## config.mk

```make
export PLATFORM = sky130hd
export DESIGN_NAME = branch_flush_ctrl_flat
export DESIGN_NICKNAME = d
export VERILOG_FILES = /design/src/rtl/branch_flush_ctrl_if.sv /design/src/rtl/branch_flush_ctrl.sv /design/src/flat_wrapper.sv
export SDC_FILE = /design/constraint.sdc
export NUM_CORES = 1
export LEC_CHECK = 0
export ABC_CLOCK_PERIOD_IN_PS = 2900
export BUFFER_PORTS_ARGS = -buffer_cell sky130_fd_sc_hd__buf_4
export CAP_MARGIN = 20
export CORE_MARGIN = 1.5
export CORE_UTILIZATION = 48
export DETAILED_ROUTE_END_ITERATION = 12
export PLACE_DENSITY = 0.95
export SYNTH_ARGS = -nofsm -noshare
export SYNTH_HDL_FRONTEND = slang
export SYNTH_SLANG_ARGS = --single-unit
```

## constraint.sdc

```tcl
create_clock -name clk -period 2.9 [get_ports clk]
set_input_delay 0.58 -clock clk [delete_from_list [all_inputs] [get_ports clk]]
set_output_delay 0.58 -clock clk [all_outputs]
set_load 0.005 [all_outputs]
```

## src/rtl/branch_flush_ctrl_if.sv

```systemverilog
// Front-end hazard bus between decode and the flush controller.
// The master drives the decoded opcode and slot contents. The slave returns the squashed slots, the fetch enable and status.
interface branch_flush_ctrl_if #(
  parameter int WIDTH  = 32,
  parameter int NSLOT  = 2,
  parameter int STAT_W = 16
);
  logic                   id_valid;
  logic [5:0]             id_op;
  logic [NSLOT*WIDTH-1:0] slot_in;
  logic [NSLOT*WIDTH-1:0] slot_out;
  logic                   fetch_en;
  logic                   busy;
  logic [STAT_W-1:0]      stall_cycles;

  modport master (
    output id_valid, id_op, slot_in,
    input  slot_out, fetch_en, busy, stall_cycles
  );

  modport slave (
    input  id_valid, id_op, slot_in,
    output slot_out, fetch_en, busy, stall_cycles
  );
endinterface

```

## src/rtl/branch_flush_ctrl.sv

```systemverilog
// Control-hazard unit. It holds fetch for a fixed number of cycles after a branch or jump is seen in decode.
// While fetch is held, it forces NOPs into the selected pipeline-register slots.
module branch_flush_ctrl #(
  parameter int               WIDTH      = 32,
  parameter int               NSLOT      = 2,
  parameter logic [NSLOT-1:0] HOLD_MASK  = 2'b01,
  parameter int               BR_LAT     = 3,
  parameter int               J_LAT      = 1,
  parameter int               DELAY_SLOT = 0,
  parameter int               STAT_W     = 16
) (
  input logic               clk,
  input logic               rst,
  branch_flush_ctrl_if.slave bus
);

  localparam logic [3:0] BR_CNT = 4'(BR_LAT);
  localparam logic [3:0] J_CNT  = 4'(J_LAT);

  typedef enum logic [1:0] {
    IDLE,
    HOLD,
    RECOVER
  } state_t;

  state_t                 state, state_nx;
  logic [3:0]             cnt, cnt_nx;
  logic                   fetch_q, fetch_nx;
  logic [NSLOT*WIDTH-1:0] slot_q, slot_nx;
  logic [STAT_W-1:0]      stall_q, stall_nx;
  logic [NSLOT*WIDTH-1:0] hold_keep, detect_keep;
  logic                   is_br, is_j, detect;

  assign is_br  = (bus.id_op == 6'b000100) || (bus.id_op == 6'b000101);
  assign is_j   = (bus.id_op == 6'b000010) || (bus.id_op == 6'b000011);
  assign detect = bus.id_valid && (is_br || is_j);

  // AND-masks that clear the squashed slots; the detect edge spares slot 0 in delay-slot mode
  always_comb begin
    hold_keep   = '1;
    detect_keep = '1;
    for (int k = 0; k < NSLOT; k++) begin
      if (HOLD_MASK[k]) begin
        hold_keep[k*WIDTH +: WIDTH] = '0;
        if (!(k == 0 && DELAY_SLOT != 0))
          detect_keep[k*WIDTH +: WIDTH] = '0;
      end
    end
  end

  always_comb begin
    state_nx = state;
    cnt_nx   = cnt;
    fetch_nx = fetch_q;
    slot_nx  = bus.slot_in;
    stall_nx = stall_q;
    case (state)
      IDLE: begin
        if (detect) begin
          state_nx = HOLD;
          cnt_nx   = is_br ? BR_CNT : J_CNT;
          fetch_nx = 1'b0;
          slot_nx  = bus.slot_in & detect_keep;
        end else begin
          fetch_nx = 1'b1;
        end
      end
      HOLD: begin
        fetch_nx = 1'b0;
        slot_nx  = bus.slot_in & hold_keep;
        if (stall_q != '1)
          stall_nx = stall_q + 1'b1;
        if (cnt == 4'd1) begin
          state_nx = RECOVER;
          fetch_nx = 1'b1;
        end else begin
          cnt_nx = cnt - 4'd1;
        end
      end
      RECOVER: begin
        // The NOP registered on the last HOLD edge covers the wrong-path fetch; pass-through resumes here
        fetch_nx = 1'b1;
        state_nx = IDLE;
      end
      default: begin
        state_nx = IDLE;
        fetch_nx = 1'b1;
      end
    endcase
  end

  always_ff @(posedge clk) begin
    if (rst) begin
      state   <= IDLE;
      cnt     <= 4'd0;
      fetch_q <= 1'b1;
      slot_q  <= '0;
      stall_q <= '0;
    end else begin
      state   <= state_nx;
      cnt     <= cnt_nx;
      fetch_q <= fetch_nx;
      slot_q  <= slot_nx;
      stall_q <= stall_nx;
    end
  end

  assign bus.slot_out     = slot_q;
  assign bus.fetch_en     = fetch_q;
  assign bus.busy         = (state != IDLE);
  assign bus.stall_cycles = stall_q;

endmodule

```

## src/flat_wrapper.sv

```systemverilog
// flat-port wrapper written by rule: the top's interface ports become plain ports
module branch_flush_ctrl_flat 
#(
  parameter int               WIDTH      = 32,
  parameter int               NSLOT      = 2,
  parameter logic [NSLOT-1:0] HOLD_MASK  = 2'b01,
  parameter int               BR_LAT     = 3,
  parameter int               J_LAT      = 1,
  parameter int               DELAY_SLOT = 0,
  parameter int               STAT_W     = 16
)
  (clk, rst, bus_id_valid, bus_id_op, bus_slot_in, bus_slot_out, bus_fetch_en, bus_busy, bus_stall_cycles);
  branch_flush_ctrl_if #(.WIDTH(WIDTH), .NSLOT(NSLOT), .STAT_W(STAT_W)) bus_i ();
  input logic clk;
  input logic rst;
  input wire logic [$bits(bus_i.id_valid)-1:0] bus_id_valid;
  input wire logic [$bits(bus_i.id_op)-1:0] bus_id_op;
  input wire logic [$bits(bus_i.slot_in)-1:0] bus_slot_in;
  output wire logic [$bits(bus_i.slot_out)-1:0] bus_slot_out;
  output wire logic [$bits(bus_i.fetch_en)-1:0] bus_fetch_en;
  output wire logic [$bits(bus_i.busy)-1:0] bus_busy;
  output wire logic [$bits(bus_i.stall_cycles)-1:0] bus_stall_cycles;
  assign bus_i.id_valid = bus_id_valid;
  assign bus_i.id_op = bus_id_op;
  assign bus_i.slot_in = bus_slot_in;
  assign bus_slot_out = bus_i.slot_out;
  assign bus_fetch_en = bus_i.fetch_en;
  assign bus_busy = bus_i.busy;
  assign bus_stall_cycles = bus_i.stall_cycles;
  branch_flush_ctrl #(.WIDTH(WIDTH), .NSLOT(NSLOT), .HOLD_MASK(HOLD_MASK), .BR_LAT(BR_LAT), .J_LAT(J_LAT), .DELAY_SLOT(DELAY_SLOT), .STAT_W(STAT_W)) u_core (.clk(clk), .rst(rst), .bus(bus_i));
endmodule
```

Word level (Yosys, flattened, before mapping):

Cells that the tools add are included.

* output and inout port bits: 82
* word-level logic and storage cells: 39
* register bits after elaboration: 87

* equal/unequal tests: 10
* mux-type cells: 12
* add/subtract/negate cells: 2
* reductions and logical operators: 10

Operator list (count)
* $pmux 32 s2: 1
* $mux 32: 1
* $add 16x1->16 const B: 1
* $ne 16x16->1 const B: 1
* $eq 6x2->1 const B: 2
* $eq 6x3->1 const B: 2
* $mux 4: 2
* $pmux 4 s2: 1
* $mux 2: 3
* $eq 4x1->1 const B: 1
* $ne 2x1->1 const B: 2
* $pmux 2 s2: 1
* $reduce_and 2->1: 2
* $reduce_bool 2->1: 2
* $sub 4x1->4 const B: 1
* $logic_or 1x1->1: 3
* $reduce_and 3->1: 1
* $eq 2x1->1 const B: 1
* $logic_not 2->1: 1
* $mux 1: 2
* $ne 2x2->1 const B: 1
* $pmux 1 s2: 1
* $logic_and 1x1->1: 1

Longest topological paths before layout:

* depth after elaboration: 6
* mapped depth: 7

Least setup slack after synthesis:

Ideal clock, no wire load.

* path kind: register -> register
* start point: register u_core.stall_q[0] (netlist: u_core.bus.stall_cycles[0])
* end point: register u_core.stall_q[7] (netlist: u_core.bus.stall_cycles[7])
* cell stages (with the launch flop): 7
* library setup time: 0.121 ns
* path buffers: 1
* data arrival time: 1.634 ns
* path slack: 1.146 ns
* clock period less this slack: 1.754 ns
* data required time: 2.779 ns
* cells stage by stage: dfxtp_1 > ha_1 > and3_1 > buf_6 > and4bb_4 > a211oi_1 > mux2_2

* word-level cells in the longest chain between the ends: 2
* elaborated cells on any way between the ends: 3
* those cells by class: 1 x add/sub; 1 x eq/ne; 1 x reduce/logical

Ends and longest elaborated chain
* start: declaration: line branch_flush_ctrl.sv:30 `logic [STAT_W-1:0] stall_q, stall_nx;`
* start signal: assignment: line branch_flush_ctrl.sv:104 `stall_q <= stall_nx;`
* branches (longest 2 deep; another with $add 16x1->16)

Several ways; the timed one is not identified.
A chain may end at the register's enable or synchronous reset.

Worst setup path in the final report:

Same ends and word-level chain as after synthesis.

==> metrics.txt <==
area delta synth->final 46.3%; Final GP Congestion 0.757; pin count of the biggest net entering global routing 62; Fin Setup TNS 0 ps; Synth async-reset ratio 0%; Total GRT Usage 20.9%; VDD IR-drop max 0.481 mV; initial antenna violation count 0; Arr. time, crit path 2210 ps; FF-to-FF Start u_core.bus.stall_cycles[0]; Worst setup SP type flip-flop; RSZ-0062 raised after global routing false; Max Cap Violations 0; TritonRoute pass-1 iters 4; Overall Power 2380 uW; nets@finish 506; LEAKAGE 0.00202 uW; Crit. Startpoint u_core.bus.stall_cycles[0]; Synth area leader dfxtp_1; post-cts repair resize count 0; part of the Yosys area used for sequential elements 57.7%; clk buf depth 2; Tcrit/Tclk final 67.9%; # IOs 155; first-pass GRT wire length 10600 um; final number of hold-violating endpoints 0; Setup Crit Path Kind flip-flop to flip-flop; Synth area leaders dfxtp_1 (58%), nor2b_1 (8.5%), and2_1 (7.3%); CTS Root Buffer Type clkbuf_8; FILL cells 435; Yosys warning total 0; distinct cell type count after synthesis 45; worst-path fanout max 13; clk_lat worst skew 350 ps; Hold-fix buffers, CTS 0; hold crit path type input port to flip-flop; prevailing post-synth register cell dfxtp_1; residual overflow from global routing 0; detailed-route wire length 7130 um; post-synthesis net count 354; count leader, synth dfxtp_1; Post-DP HPWL 5310 um; status finished clean; DRT antenna net count 0; die area 6770 um^2; WP data required 3140 ps; synthesis-stage register bit count 87; Clock Skew 9.11 ps; H-tree Lvls 3; Peak Freq 508 MHz; Yosys top cell area share 57.7%; Port Buf Inserts 153; EDFF count, synth 0; Starting DRT DRC Count 80; final std cells w/o fill 510; top cells by count, synth dfxtp_1 (87), nor2b_1 (41), and2_1 (35), nor2_1 (12); PD cells 538 nW/um^2; Post-Syn Instances 278; Remaining DRCs 0; Avg Inst Size Synth 10.9 um^2; relative slew slack 49.9%; CTS clock-pin slew for the worst setup and hold paths 90 ps; fin. max-slew vios 0; vias per inst 4.89; endpoint class of the critical path flip-flop; Hold Crit Start bus_slot_in[6]; Setup Buffers After CTS 0; die width 82.3 um; final setup vio count 0; via count 2496; Worst Tran Pin Value 750 ps; Initial Utilization 50.4%; fin crit period 1970 ps; vias in the first global route 2374; number of CTS-inserted buffers 9; Post-Route Utilization 73.7%; Core ar. 5990 um^2; num rows 28; Clock Sinks 87; fraction of layout cells with a size suffix above 1 43.9%; Ant. Diodes 0; WL/cell 14.0 um; placed cells 494; CTS tree done; Die Ht 82.3 um; synthesized area 3020 um^2
==> layout make-up <==
| type | count | area, um^2 | share of cell area, % |
|---|---|---|---|
| Clock buffer | 10 | 138 | 3.12 |
| Clock inverter | 6 | 75.1 | 1.70 |
| Inverter | 5 | 18.8 | 0.425 |
| Multi-Input combinational cell | 173 | 1190 | 26.9 |
| Sequential cell | 87 | 1740 | 39.4 |
| Tap cell | 75 | 93.8 | 2.12 |
| Timing Repair Buffer | 154 | 1160 | 26.3 |
==> registers in the layout, summed over array words and instances, names as in the netlist <==
name,flops
u_core.bus.slot_out,64
u_core.bus.stall_cycles,16
u_core.cnt,4
u_core.state,2
u_core.bus.fetch_en,1
==> kinds of logic after synthesis <==
kind of cell    count (synthesis)  synth area share, %
compound gates                 26                 6.34
xor+xnor                        3                0.870
fa+ha+maj                       3                 1.24
buf+inv                        18                 2.90
flops                          87                 57.7
mux                            10                 4.27
simple gates                  131                 26.7
==> metrics by stage <==
step	hold WS (ps)	setup slack, ps	area, um^2
2_1_floorplan	478	1150	3020
3_3_place_gp	496	545	4190
3_5_place_dp	510	875	4200
4_1_cts	412	957	4420
5_1_grt	410	846	4420
6_report	428	931	4420
==> path summary, 6_finish.rpt <==
| check | endpoint | slack, ps | cells past startpoint |
|---|---|---|---|
| worst max-delay path | u_core.bus.stall_cycles[7] | 930 | 5 |
| worst min-delay path | u_core.bus.slot_out[6] | 430 | 2 |
| worst max register to register | u_core.bus.stall_cycles[7] | 930 | 5 |
| worst min register to register | u_core.cnt[0] | 520 | 2 |
==> power by group <==
part / switching, uW / total (uW) / internal (uW)
logic: 78.7 / 230 / 152
registers: 16.7 / 1260 / 1250
clock network: 444 / 881 / 437
==> cells in the final DEF (no fill, tap or decap), types with 2 or more instances in the layout <==
| cell | count |
|---|---|
| o41ai_1 | 2 |
| o31ai_1 | 3 |
| mux2i_1 | 2 |
| and2_1 | 35 |
| nand2_1 | 7 |
| mux2_4 | 5 |
| o21ai_0 | 4 |
| or4_1 | 2 |
| mux2_2 | 3 |
| nand2b_1 | 2 |
| nor2_1 | 12 |
| buf_4 | 153 |
| clkbuf_8 | 10 |
| nor3_1 | 5 |
| inv_6 | 3 |
| dfxtp_1 | 87 |
| nand3_1 | 5 |
| nand4_1 | 8 |
| xor2_1 | 2 |
| inv_1 | 5 |
| a21oi_2 | 5 |
| a21oi_1 | 6 |
| nor2b_1 | 41 |
| or3_1 | 3 |
| ha_1 | 3 |
==> worst max-delay path, stage by stage (launching register included) <==
cell,delay (ps)
dfxtp_1,370
ha_1,230
and3_1,250
and4bb_4,310
a211oi_1,340
mux2_2,370
==> routing by layer <==
layer  wire [um]  global-route usage, %  up-vias  share of wire (%)
li1            -                      -     1229                  -
met1        2620                   21.8     1140                 37
met2        3710                   37.2      114                 52
met3         673                   7.58       13                9.4
met4         129                   9.83        0                1.8
met5           0                      0        -                  0
No activity file was read; power rests on OpenSTA's default activity.
